<file path="config.mk">
export PLATFORM = sky130hd
export DESIGN_NAME = mw_stage
export DESIGN_NICKNAME = d
export VERILOG_FILES = /design/src/rtl/mips_defs_pkg.sv /design/src/rtl/load_ext.sv /design/src/rtl/mw_stage.sv
export SDC_FILE = /design/constraint.sdc
export NUM_CORES = 1
export LEC_CHECK = 0
export ABC_CLOCK_PERIOD_IN_PS = 4550
export BUFFER_PORTS_ARGS = -buffer_cell sky130_fd_sc_hd__buf_2
export CAP_MARGIN = 20
export CORE_MARGIN = 5
export CORE_UTILIZATION = 55
export DETAILED_ROUTE_END_ITERATION = 8
export GPL_TIMING_DRIVEN = 0
export PLACE_DENSITY = 0.86
export SETUP_SLACK_MARGIN = 0.4
export SYNTH_ARGS = -nofsm -noshare
export SYNTH_HDL_FRONTEND = slang
export SYNTH_HIERARCHICAL = 1
export SYNTH_SLANG_ARGS = --single-unit
</file>
<file path="constraint.sdc">
create_clock -name clk -period 4.55 [get_ports clk]
set_input_delay 0.91 -clock clk [delete_from_list [all_inputs] [get_ports clk]]
set_output_delay 0.91 -clock clk [all_outputs]
set_load 0.01 [all_outputs]
</file>
<file path="src/rtl/mips_defs_pkg.sv">
// Encodings shared by the controller, data_memory and the M/W pipeline register.
package mips_defs;

  localparam int LOADSEL_W = 3;

  localparam logic [LOADSEL_W-1:0] LOAD_LW  = 3'd0;
  localparam logic [LOADSEL_W-1:0] LOAD_LBU = 3'd1;
  localparam logic [LOADSEL_W-1:0] LOAD_LB  = 3'd2;
  localparam logic [LOADSEL_W-1:0] LOAD_LHU = 3'd3;
  localparam logic [LOADSEL_W-1:0] LOAD_LH  = 3'd4;

  localparam logic [1:0] WDSEL_ALU = 2'd0;
  localparam logic [1:0] WDSEL_MEM = 2'd1;
  localparam logic [1:0] WDSEL_PC8 = 2'd2;

  localparam logic [31:0] RESET_PC = 32'h0000_3000;

endpackage

</file>
<file path="src/rtl/load_ext.sv">
// Combinational byte/halfword extraction with zero/sign extension of a loaded word.
module load_ext
  import mips_defs::*;
#(
  parameter int LSEL_W = 3
) (
  input  logic [31:0]       memword,
  input  logic [1:0]        addr,
  input  logic [LSEL_W-1:0] loadsel,
  output logic [31:0]       data
);

  logic [7:0]  byte_sel;
  logic [15:0] half_sel;

  always_comb begin
    byte_sel = memword[7:0];
    case (addr)
      2'd0: byte_sel = memword[7:0];
      2'd1: byte_sel = memword[15:8];
      2'd2: byte_sel = memword[23:16];
      2'd3: byte_sel = memword[31:24];
      default: byte_sel = memword[7:0];
    endcase
  end

  // addr[0] is ignored: misaligned halfwords trap before reaching W.
  assign half_sel = addr[1] ? memword[31:16] : memword[15:0];

  always_comb begin
    data = memword;
    case (loadsel)
      LSEL_W'(LOAD_LBU): data = {24'd0, byte_sel};
      LSEL_W'(LOAD_LB):  data = {{24{byte_sel[7]}}, byte_sel};
      LSEL_W'(LOAD_LHU): data = {16'd0, half_sel};
      LSEL_W'(LOAD_LH):  data = {{16{half_sel[15]}}, half_sel};
      default:           data = memword;
    endcase
  end

endmodule

</file>
<file path="src/rtl/mw_stage.sv">
// Memory-to-writeback pipeline register: captures M results, selects load data,
// and drives the GPR write port plus the retired-instruction counter.
module mw_stage #(
  parameter logic [31:0] RESET_PC  = mips_defs::RESET_PC,
  parameter int          LOADSEL_W = 3
) (
  input  logic                 clk,
  input  logic                 reset,
  input  logic                 stall_w,
  input  logic                 flush_w,
  input  logic                 valid_m,
  input  logic [31:0]          pc_m,
  input  logic [31:0]          alu_m,
  input  logic [31:0]          dm_rdata_m,
  input  logic                 hit_dm_m,
  input  logic [31:0]          br_rdata_m,
  input  logic [LOADSEL_W-1:0] loadsel_m,
  input  logic [1:0]           wdsel_m,
  input  logic                 regwr_m,
  input  logic [4:0]           waddr_m,
  output logic                 valid_w,
  output logic [31:0]          pc_w,
  output logic                 regwr_w,
  output logic [4:0]           waddr_w,
  output logic [31:0]          wdata_w,
  output logic [31:0]          instret_w
);

  logic                 valid_reg;
  logic [31:0]          pc_reg;
  logic [31:0]          alu_reg;
  logic [31:0]          memword_reg;
  logic [LOADSEL_W-1:0] loadsel_reg;
  logic [1:0]           wdsel_reg;
  logic                 regwr_reg;
  logic [4:0]           waddr_reg;
  logic [31:0]          instret_reg;
  logic [31:0]          load_data;

  always_ff @(posedge clk) begin
    if (reset || flush_w) begin
      valid_reg   <= 1'b0;
      pc_reg      <= RESET_PC;
      alu_reg     <= 32'd0;
      memword_reg <= 32'd0;
      loadsel_reg <= '0;
      wdsel_reg   <= 2'd0;
      regwr_reg   <= 1'b0;
      waddr_reg   <= 5'd0;
    end else if (!stall_w) begin
      valid_reg   <= valid_m;
      pc_reg      <= pc_m;
      alu_reg     <= alu_m;
      memword_reg <= hit_dm_m ? dm_rdata_m : br_rdata_m;
      loadsel_reg <= loadsel_m;
      wdsel_reg   <= wdsel_m;
      regwr_reg   <= regwr_m;
      waddr_reg   <= waddr_m;
    end
  end

  // The instruction sitting in W retires even when the incoming one is flushed.
  always_ff @(posedge clk) begin
    if (reset) begin
      instret_reg <= 32'd0;
    end else if (valid_reg && !stall_w) begin
      instret_reg <= instret_reg + 32'd1;
    end
  end

  load_ext #(.LSEL_W(LOADSEL_W)) u_load_ext (
    .memword (memword_reg),
    .addr    (alu_reg[1:0]),
    .loadsel (loadsel_reg),
    .data    (load_data)
  );

  always_comb begin
    wdata_w = alu_reg;
    case (wdsel_reg)
      mips_defs::WDSEL_MEM: wdata_w = load_data;
      mips_defs::WDSEL_PC8: wdata_w = pc_reg + 32'd8;
      default:              wdata_w = alu_reg;
    endcase
  end

  assign valid_w   = valid_reg;
  assign pc_w      = pc_reg;
  assign regwr_w   = valid_reg && regwr_reg && (waddr_reg != 5'd0);
  assign waddr_w   = waddr_reg;
  assign instret_w = instret_reg;

endmodule

</file>
==> implementation parameters <==
Parameter                              Value

Floorplan
  DIE WIDTH ... 127.7 um
  Die height ... 127.7 um
  Core footprint ... 13720 um2
  Site row count ... 43
  Top-level I/O count ... 248
  Total die area ... 16310 um2
  Initial standard-cell utilization of the core ... 55.54%

Drt
  Detailed router's first-iteration violation count ... 640
  Routed vias/inst ... 5.706
  Drt wl/cell ... 18.10 um
  Wire length reported by the detailed router ... 24.30 mm
  DRC violations left ... 0
  Detail Route Antenna Nets ... 0
  Total via count in the routed design ... 7663
  DR pass1 iterations ... 8

Power
  Peak ir drop on the vdd network ... 0.2874 mV
  Leak Pwr ... 4.563 nW
  Overall Power ... 3.076 mW
  PwrDens ... 318.0 nW/um2

CTS
  Total number of H-tree levels ... 4
  TritonCTS clock tree ... done
  Cts repair resizes ... 0
  Clock edge transition at the registers on the reported setup and hold paths ... 60 ps
  Count of buffers added by post-CTS timing repair for setup ... 0
  Number of clock sinks ... 140
  Number of hold buffers added after cts ... 0
  Bufs on Longest Clock Path ... 2
  Clock tree root driver cell ... clkbuf_16
  Later-pin clock latency in the skew report ... 420 ps
  Total clock buffers created by CTS ... 17

Timing
  Sum of negative setup slack ... 0 ps
  Min Tclk post-route ... 3755 ps
  Slew of the pin with the lowest slew margin ... 814.2 ps
  Max Clock Skew ... 3.880 ps
  Final Hold Viols ... 0
  Fin crit share ... 82.54%
  Max Clk Rate ... 266.3 MHz
  RSZ-0062 raised after global routing ... false
  Final max-slew violation count ... 0
  Remaining max-slew budget at the tightest pin ... 45.72%
  Final setup viols ... 0

Global route
  Number of global-route vias before repair ... 7455
  GRT overflow ... 0
  Aggregate global-route resource usage ... 29.12%
  Antenna violations before repair ... 1
  First-pass GRT wire length ... 37.51 mm
  Largest net degree at the start of global routing ... 17

Yosys
  Count of different cell masters after synthesis ... 59
  Synthesized Nets ... 1036
  Fraction of synthesized cell area taken by the top area cell type ... 36.78%
  Ys async rst share ... 0%
  Dominant cell by count in the synthesized netlist ... nor2_1
  Post-synthesis area per instance ... 8.591 um2
  Seq/Total Area, Yosys ... 36.78%
  Flip-flop and latch count after synthesis ... 140
  Cell count after synthesis ... 887
  Largest area contributor in the netlist ... dfxtp_1
  Most used flip-flop cell after synthesis ... dfxtp_1
  Top cells by area in the synthesized netlist ... dfxtp_1 37%, mux2i_1 15%, nor2_1 8.9%
  Netlist area before placement ... 7620 um2
  Synth warnings ... 6
  Count of flip-flops with a built-in enable after synthesis ... 0
  Most common library cells after synthesis ... 181 x nor2_1, 140 x dfxtp_1, 112 x mux2i_1

Critical path
  Worst EP arrival ... 2850 ps
  Setup CP Type ... reg2out
  Element type at the critical path end ... primary output
  Startpoint kind of the worst setup timing path ... flop
  Data required, critical path ... 3640 ps
  Logic depth of the worst register-to-register path ... 6
  Largest driver fanout on the critical path ... 10

Job
  Maximum capacitance violations ... 0

Layout
  Register Area ... 2803 um2
  Area growth from synthesis to layout ... 26.95%
  Area of combinational cells with multiple inputs ... 4463 um2
  Final non-filler cell total ... 1343
  Post-layout net count ... 1299
  Number of inserted filler cells in the final layout ... 1063
  Proportion of layout cells with a drive suffix above 1 ... 26.59%

Placement
  Routability congestion estimate from global placement ... 0.9990
  HPWL after DPL ... 18.37 mm
  Post-placement cell count ... 1311
  Count of port buffers added during placement ... 244

Status
  Result of the run ... finished clean

Min path
  HP Class ... reg2reg
  Hold-critical path depth ... 2
[cell usage in the layout, fill, tap and decap left out, types with 3 or more instances in the layout]
cell and count:
buf_2 251, nor2_1 181, dfxtp_1 140, mux2i_1 112, nand2_1 54, a21oi_1 51
clkbuf_1 45, xor2_1 38, nand3_1 23, nand4_1 19, xnor2_1 18, and3_1 17
clkbuf_16 17, o21ai_0 16, a221o_1 16, a21o_1 16, inv_1 15, o221ai_1 13
a22oi_1 12, buf_1 11, nor3_1 8, nor2b_1 8, a32oi_1 7, mux4_2 6
clkbuf_8 5, and4_1 4, a221oi_1 4, ha_1 4, nor4_1 3, buf_6 3
[stage by stage]
step / util [%] / hold slack (ps) / setup WS, ps / area [um2]
2_1_floorplan: - / 463.3 / 1722 / 7620
3_3_place_gp: 66.08 / 474.9 / 1361 / 9066
3_5_place_dp: 66.08 / 485.8 / 1325 / 9066
4_1_cts: 70.49 / 504.7 / 836.9 / 9671
5_1_grt: 70.51 / 529.9 / 636.6 / 9673
6_report: 70.51 / 505.8 / 794.6 / 9673
[where the power goes]
part | switching, mW | internal [mW] | total, mW
Combinational | 0.201 | 0.165 | 0.366
Clock | 0.531 | 0.880 | 1.41
Sequential | 0.0399 | 1.26 | 1.30
[cell type report]
| cell class | count | share of cell area [%] |
|---|---|---|
| clock inverter | 8 | 1.099 |
| buffer | 67 | 3.079 |
| timing repair buffer | 244 | 12.62 |
| sequential | 140 | 28.97 |
| antenna | 1 | 0.02587 |
| multi-input combinational | 665 | 46.14 |
| clock buffer | 23 | 5.148 |
| tap | 180 | 2.328 |
| inverter | 15 | 0.5821 |
[path summary, 6_finish.rpt]
| kind | end | startpoint | slack (ps) |
|---|---|---|---|
| setup / recovery | wdata_w[25] | loadsel_reg[0]$_SDFFE_PP0N_ | 790 |
| setup reg to reg | instret_w[22]$_SDFFE_PP0P_ | instret_w[0]$_SDFFE_PP0P_ | 2500 |
| hold / removal | alu_reg[5]$_SDFFE_PP0N_ | alu_reg[5]$_SDFFE_PP0N_ | 510 |
| hold reg to reg | alu_reg[5]$_SDFFE_PP0N_ | alu_reg[5]$_SDFFE_PP0N_ | 510 |
[critical path: stages, from the launching register on]
cell      delay [ps]
dfxtp_1          380
buf_4            190
nor2_1            70
buf_2            190
xnor2_1          440
buf_2            300
a21o_1           140
a21oi_1           70
nor2b_1          160
a221oi_1         280
buf_2            200
[per-layer routing]
layer  routed length, um  track usage, %
met1                9658           36.16
met2               11700           48.59
met3                2121           7.292
met4                 820           11.74
met5                   0               0
[cell families after synthesis]
group                      count (synthesis)  synth area share (%)
DFF                                      140                 36.78
AOI/OAI and AO/OA                        144                 13.42
buffers and inverters                     82                 4.647
adders and majority gates                  4                0.6568
muxes                                    121                 17.18
and+or+nand+nor                          340                 20.89
xor gates and xnor gates                  56                 6.437
(Power assumes the default switching activity.)
